## src/rtl/wormhole_switch_allocator_pkg.sv

```systemverilog
// Shared router definitions: port count, port indices, crossbar idle code and the
// per-output allocator FSM encoding.
package wormhole_switch_allocator_pkg;

    localparam int unsigned NUM_PORTS = 5;
    localparam int unsigned SEL_W     = 3;

    typedef logic [SEL_W-1:0] port_idx_t;

    localparam port_idx_t PORT_N     = 3'd0;
    localparam port_idx_t PORT_E     = 3'd1;
    localparam port_idx_t PORT_S     = 3'd2;
    localparam port_idx_t PORT_W     = 3'd3;
    localparam port_idx_t PORT_LOCAL = 3'd4;

    localparam port_idx_t XBAR_IDLE = 3'b111;

    typedef enum logic {
        StIdle   = 1'b0,
        StLocked = 1'b1
    } alloc_state_e;

    // Port index plus one, wrapping after the local port.
    function automatic port_idx_t next_port(input port_idx_t p);
        return (p == PORT_LOCAL) ? PORT_N : p + 3'd1;
    endfunction

endpackage

```

## src/rtl/wormhole_switch_allocator_if.sv

```systemverilog
// Allocator handshake bundle between the input buffers / downstream credits and the
// switch allocator.
interface wormhole_switch_allocator_if;
    import wormhole_switch_allocator_pkg::*;

    logic [NUM_PORTS-1:0]       in_valid;
    logic [NUM_PORTS-1:0]       in_head;
    logic [NUM_PORTS-1:0]       in_tail;
    logic [NUM_PORTS*SEL_W-1:0] in_dest;
    logic [NUM_PORTS-1:0]       out_ready;
    logic [NUM_PORTS-1:0]       in_grant;
    logic [NUM_PORTS-1:0]       out_valid;
    logic [NUM_PORTS*SEL_W-1:0] xbar_sel;

    modport master (
        output in_valid, in_head, in_tail, in_dest, out_ready,
        input  in_grant, out_valid, xbar_sel
    );

    modport slave (
        input  in_valid, in_head, in_tail, in_dest, out_ready,
        output in_grant, out_valid, xbar_sel
    );

endinterface

```

## src/rtl/wormhole_switch_allocator_rr_port_arbiter.sv

```systemverilog
// Combinational round-robin arbiter for one output: first request at or above ptr,
// wrapping modulo the port count.
module rr_port_arbiter
    import wormhole_switch_allocator_pkg::*;
(
    input  logic [NUM_PORTS-1:0] req,
    input  port_idx_t            ptr,
    output logic [NUM_PORTS-1:0] gnt,
    output port_idx_t            idx
);

    port_idx_t cand;
    logic      found;

    always_comb begin
        gnt   = '0;
        idx   = XBAR_IDLE;
        found = 1'b0;
        cand  = ptr;
        for (int k = 0; k < NUM_PORTS; k++) begin
            if (!found && req[cand]) begin
                found     = 1'b1;
                idx       = cand;
                gnt[cand] = 1'b1;
            end
            cand = next_port(cand);
        end
    end

endmodule

```

## src/rtl/wormhole_switch_allocator.sv

```systemverilog
// Per-output wormhole switch allocator: round-robin head arbitration, then the winner
// holds the output until its tail flit transfers.
module wormhole_switch_allocator
    import wormhole_switch_allocator_pkg::*;
(
    input  logic                        clk,
    input  logic                        reset,
    wormhole_switch_allocator_if.slave  bus
);

    alloc_state_e         state_q [NUM_PORTS];
    alloc_state_e         state_d [NUM_PORTS];
    port_idx_t            owner_q [NUM_PORTS];
    port_idx_t            owner_d [NUM_PORTS];
    port_idx_t            ptr_q   [NUM_PORTS];
    port_idx_t            ptr_d   [NUM_PORTS];

    logic [NUM_PORTS-1:0] owned;
    logic [NUM_PORTS-1:0] req     [NUM_PORTS];
    logic [NUM_PORTS-1:0] arb_gnt [NUM_PORTS];
    port_idx_t            arb_idx [NUM_PORTS];
    logic [NUM_PORTS-1:0] xfer;

    // An input already holding a locked output may not compete for another one.
    always_comb begin
        owned = '0;
        for (int o = 0; o < NUM_PORTS; o++) begin
            if (state_q[o] == StLocked) owned[owner_q[o]] = 1'b1;
        end
    end

    always_comb begin
        for (int o = 0; o < NUM_PORTS; o++) begin
            req[o] = '0;
            for (int i = 0; i < NUM_PORTS; i++) begin
                req[o][i] = bus.in_valid[i] && bus.in_head[i] && !owned[i] &&
                            (bus.in_dest[SEL_W*i +: SEL_W] == port_idx_t'(o));
            end
        end
    end

    for (genvar g = 0; g < NUM_PORTS; g++) begin : gen_arb
        rr_port_arbiter u_arb (
            .req (req[g]),
            .ptr (ptr_q[g]),
            .gnt (arb_gnt[g]),
            .idx (arb_idx[g])
        );
    end

    always_comb begin
        bus.in_grant  = '0;
        bus.out_valid = '0;
        bus.xbar_sel  = {NUM_PORTS{XBAR_IDLE}};
        xfer          = '0;
        for (int o = 0; o < NUM_PORTS; o++) begin
            if (state_q[o] == StLocked) begin
                bus.xbar_sel[SEL_W*o +: SEL_W] = owner_q[o];
                xfer[o] = bus.in_valid[owner_q[o]] && bus.out_ready[o];
            end
            if (xfer[o]) begin
                bus.out_valid[o]          = 1'b1;
                bus.in_grant[owner_q[o]]  = 1'b1;
            end
        end
    end

    always_comb begin
        for (int o = 0; o < NUM_PORTS; o++) begin
            state_d[o] = state_q[o];
            owner_d[o] = owner_q[o];
            ptr_d[o]   = ptr_q[o];
            unique case (state_q[o])
                StIdle: begin
                    if (|arb_gnt[o]) begin
                        state_d[o] = StLocked;
                        owner_d[o] = arb_idx[o];
                        ptr_d[o]   = next_port(arb_idx[o]);
                    end
                end
                StLocked: begin
                    if (xfer[o] && bus.in_tail[owner_q[o]]) state_d[o] = StIdle;
                end
                default: state_d[o] = StIdle;
            endcase
        end
    end

    always_ff @(posedge clk or negedge reset) begin
        if (!reset) begin
            for (int o = 0; o < NUM_PORTS; o++) begin
                state_q[o] <= StIdle;
                owner_q[o] <= '0;
                ptr_q[o]   <= '0;
            end
        end else begin
            for (int o = 0; o < NUM_PORTS; o++) begin
                state_q[o] <= state_d[o];
                owner_q[o] <= owner_d[o];
                ptr_q[o]   <= ptr_d[o];
            end
        end
    end

endmodule

```

## src/flat_wrapper.sv

```systemverilog
// flat-port wrapper written by rule: the top's interface ports become plain ports
module wormhole_switch_allocator_flat import wormhole_switch_allocator_pkg::*;
  (clk, reset, bus_in_valid, bus_in_head, bus_in_tail, bus_in_dest, bus_out_ready, bus_in_grant, bus_out_valid, bus_xbar_sel);
  wormhole_switch_allocator_if bus_i ();
  input  logic clk;
  input  logic reset;
  input wire logic [$bits(bus_i.in_valid)-1:0] bus_in_valid;
  input wire logic [$bits(bus_i.in_head)-1:0] bus_in_head;
  input wire logic [$bits(bus_i.in_tail)-1:0] bus_in_tail;
  input wire logic [$bits(bus_i.in_dest)-1:0] bus_in_dest;
  input wire logic [$bits(bus_i.out_ready)-1:0] bus_out_ready;
  output wire logic [$bits(bus_i.in_grant)-1:0] bus_in_grant;
  output wire logic [$bits(bus_i.out_valid)-1:0] bus_out_valid;
  output wire logic [$bits(bus_i.xbar_sel)-1:0] bus_xbar_sel;
  assign bus_i.in_valid = bus_in_valid;
  assign bus_i.in_head = bus_in_head;
  assign bus_i.in_tail = bus_in_tail;
  assign bus_i.in_dest = bus_in_dest;
  assign bus_i.out_ready = bus_out_ready;
  assign bus_in_grant = bus_i.in_grant;
  assign bus_out_valid = bus_i.out_valid;
  assign bus_xbar_sel = bus_i.xbar_sel;
  wormhole_switch_allocator u_core (.clk(clk), .reset(reset), .bus(bus_i));
endmodule
```

## config.mk

```make
export PLATFORM = sky130hd
export DESIGN_NAME = wormhole_switch_allocator_flat
export DESIGN_NICKNAME = d
export VERILOG_FILES = /design/src/rtl/wormhole_switch_allocator_pkg.sv /design/src/rtl/wormhole_switch_allocator_if.sv /design/src/rtl/wormhole_switch_allocator_rr_port_arbiter.sv /design/src/rtl/wormhole_switch_allocator.sv /design/src/flat_wrapper.sv
export SDC_FILE = /design/constraint.sdc
export NUM_CORES = 1
export LEC_CHECK = 0
export ABC_AREA = 1
export CAP_MARGIN = 20
export CORE_UTILIZATION = 60
export CTS_CLUSTER_DIAMETER = 60
export DETAILED_ROUTE_END_ITERATION = 10
export PLACE_DENSITY = 0.82
export SLEW_MARGIN = 20
export SYNTH_ARGS = -nofsm -noshare
export SYNTH_HDL_FRONTEND = slang
export SYNTH_SLANG_ARGS = --single-unit
```

## constraint.sdc

```tcl
create_clock -name clk -period 11.7 [get_ports clk]
set_input_delay 1.755 -clock clk [delete_from_list [all_inputs] [get_ports clk]]
set_output_delay 1.755 -clock clk [all_outputs]
set_load 0.05 [all_outputs]
```

==> flow_summary_export.csv <==
group,metric,value,unit
status,status,"complete, no violations",
timing,skew,0.007061,ns
grt,grt_pass1_wl,37360,µm
hold_path,hold_class,"flip-flop to flip-flop",
synthesis,synth_edf_count,0,
timing,slew-limit-headroom,44.97,%
die,core-area,12060,µm²
grt,grt-ovfl-total,0,
die,die_w,113.7,µm
synthesis,async_flop_share,100.0,%
grt,antenna_found_initial,0,
grt,grt_max_degree,36,
clock_network,htree_num_levels,2,
synthesis,yosysUniqueCellTypes,48,
layout,final_cells,1603,
critical_path,worstSetupEndpointType,"output pin",
timing,hold_viol_final,0,
placement,io_buffers,61,
layout,drive_gt1_share,9.059,%
placement,dp_hpwl,19110,µm
timing,drv_slew,0,
timing,finalSetupTns,0,ns
synthesis,synth_most_common_cell,"nand2_1",
clock_network,post_cts.repair.setup_buffers,0,
drt,drtIter0Drc,938,
run,cap_violations,0,
clock_network,cts.sinks,35,
grt,track_usage,36.11,%
clock_network,clk_path_buf_depth,2,
synthesis,ys_seq_elements,35,
clock_network,cts_tree,"done",
critical_path,startpoint_type,"input port",
timing,min_period,5.974,ns
synthesis,ys_warn_count,0,
critical_path,required,9.95,ns
synthesis,yosys-top-cells-count,"nand2_1, inv_1, nand3_1, nor2_1, nand4_1",
clock_network,cts_resized,0,
placement,placed_cells,1595,
die,die-area,12930,µm²
synthesis,syn-instance-count,1381,
synthesis,synth_area,7485,µm²
synthesis,synth_area_per_cell,5.420,µm²
placement,place_congestion,1.033,
die,start_util,62.05,%
timing,rsz0062_at_grt,"no",
synthesis,synth_top_area_cell,"nand2_1",
clock_network,cts-buffers-inserted,5,
synthesis,seq_area_frac_synth,11.70,%
timing,worst_slew_pin_slew,0.8254,ns
critical_path,path_max_fanout,6,
clock_network,clk_pin_slew_worst_paths,0.06,ns
drt,wl_per_cell,14.48,µm
drt,ant_nets,0,
synthesis,synthTopCellsByArea,"nand2_1, dfrtp_1, nand3_1",
layout,syn_to_final_growth,11.47,%
drt,num_vias,9017,
synthesis,synthFlopType,"dfrtp_1",
layout,antennaDiodeCount,0,
layout,finalNetCount,1515,
layout,n_fill_cell,1171,
critical_path,critical_path_class,"input port to output pin",
timing,finalCritPeriodShare,51.06,%
clock_network,cts-root-buf,"clkbuf_16",
drt,totalWireLength,23210,µm
drt,drc,0,
critical_path,arrival,4.22,ns
grt,grt_pass1_vias,7645,
die,row_count,40,
synthesis,syn_nets,1462,
die,die_h,113.7,µm
timing,max_freq,0.1674,GHz
clock_network,cts_hold_buf,0,
synthesis,synth.top_cell.area_share,20.01,%
clock_network,worstSkewPairLatency,0.29,ns
drt,firstDrtPassIters,6,
die,io_pins,62,
drt,vias_per_cell,5.625,
timing,setup_viol,0,
area by class of cell:
type | count | area (µm²) | share of cell area [%]
clock buffers | 5 | 125.1 | 1.500
clock inverters | 3 | 25.02 | 0.2999
inverters | 251 | 942.2 | 11.29
multi-input cells | 1080 | 5559 | 66.63
flip-flops and latches | 35 | 875.8 | 10.50
well taps | 168 | 210.2 | 2.520
repair buffers | 61 | 605.6 | 7.259
cells by family (layout without fill, tap and decap cells):
kind of cell / Yosys count / in the layout / share of synthesized area, %
multiplexers: 1 / 1 / 0.1337
AND/OR/NAND/NOR: 909 / 909 / 56.09
flip-flops: 35 / 35 / 11.70
AO/OA/AOI/OAI: 126 / 126 / 10.70
buffers and inverters: 266 / 320 / 14.03
adder cells (fa/ha/maj): 44 / 44 / 7.355
placed cells by master (no fill, tap or decap), types with 7 or more instances in the layout:
cell type / synthesis / layout
ha_1: 44 / 44
nand4_1: 51 / 51
inv_1: 217 / 217
nor2_2: 8 / 8
nand2_2: 31 / 31
dfrtp_1: 35 / 35
nor3_1: 27 / 27
or2_2: 9 / 9
nand3_1: 172 / 172
nand3b_1: 7 / 7
a21oi_1: 18 / 18
o22ai_1: 12 / 12
inv_2: 32 / 32
nor2_4: 7 / 7
clkdlybuf4s50_1: 0 / 60
o211ai_1: 14 / 14
nand2_1: 399 / 399
nor2_1: 167 / 167
o21ai_1: 18 / 18
nand3_2: 14 / 14
o21ai_0: 35 / 35
flip-flops by register name (all words and copies together) (netlist names):
signal          flops
u_core.owner_q     15
u_core.ptr_q       15
u_core.state_q      5
worst max-delay path, cell delays in order:
cell and delay, ns:
clkdlybuf4s50_1 0.53, inv_1 0.11, nor2_1 0.11, a21oi_1 0.05, o2111ai_1 0.08, nand3_1 0.29, o22ai_1 0.28, a21oi_1 0.07
o221ai_1 0.10, clkdlybuf4s50_1 0.84
per-stage QoR:
stage               worst slack (ns)  utilization [%]  hold slack [ns]  instance area, µm²
detailed placement             5.816            67.93           0.5711                8193
global placement               5.806            67.93           0.5656                8193
global route                   5.643            69.17           0.6270                8343
CTS                            5.803            69.17           0.5964                8343
finish                         5.726            69.17           0.6107                8343
floorplan                      6.636                -           0.5114                7485
routing by layer:
layer	GRT usage [%]	wire, µm	vias to the layer above
li1	-	-	4567
met1	50.21	10440	3964
met2	56.63	9893	420
met3	4.304	1934	66
met4	14.82	941	0
met5	0	0	-
final timing paths:
check / start / to / slack, ns / cells after the start
max: bus_in_valid[1] / bus_in_grant[0] / 5.73 / 10
min: u_core.owner_q[10]$_DFFE_PN0P_ / u_core.owner_q[10]$_DFFE_PN0P_ / 0.61 / 2
max reg2reg: u_core.ptr_q[3]$_DFFE_PN0P_ / u_core.ptr_q[5]$_DFFE_PN0P_ / 7.19 / 28
min reg2reg: u_core.owner_q[10]$_DFFE_PN0P_ / u_core.owner_q[10]$_DFFE_PN0P_ / 0.61 / 2
max in group asynchronous: reset / u_core.ptr_q[12]$_DFFE_PN0P_ / 9.62 / 1
min in group asynchronous: reset / u_core.owner_q[2]$_DFFE_PN0P_ / 1.57 / 1
Power is left out: the tool's default activity adds up to more than one toggle a clock period on the data nets, which glitch-free logic cannot reach.
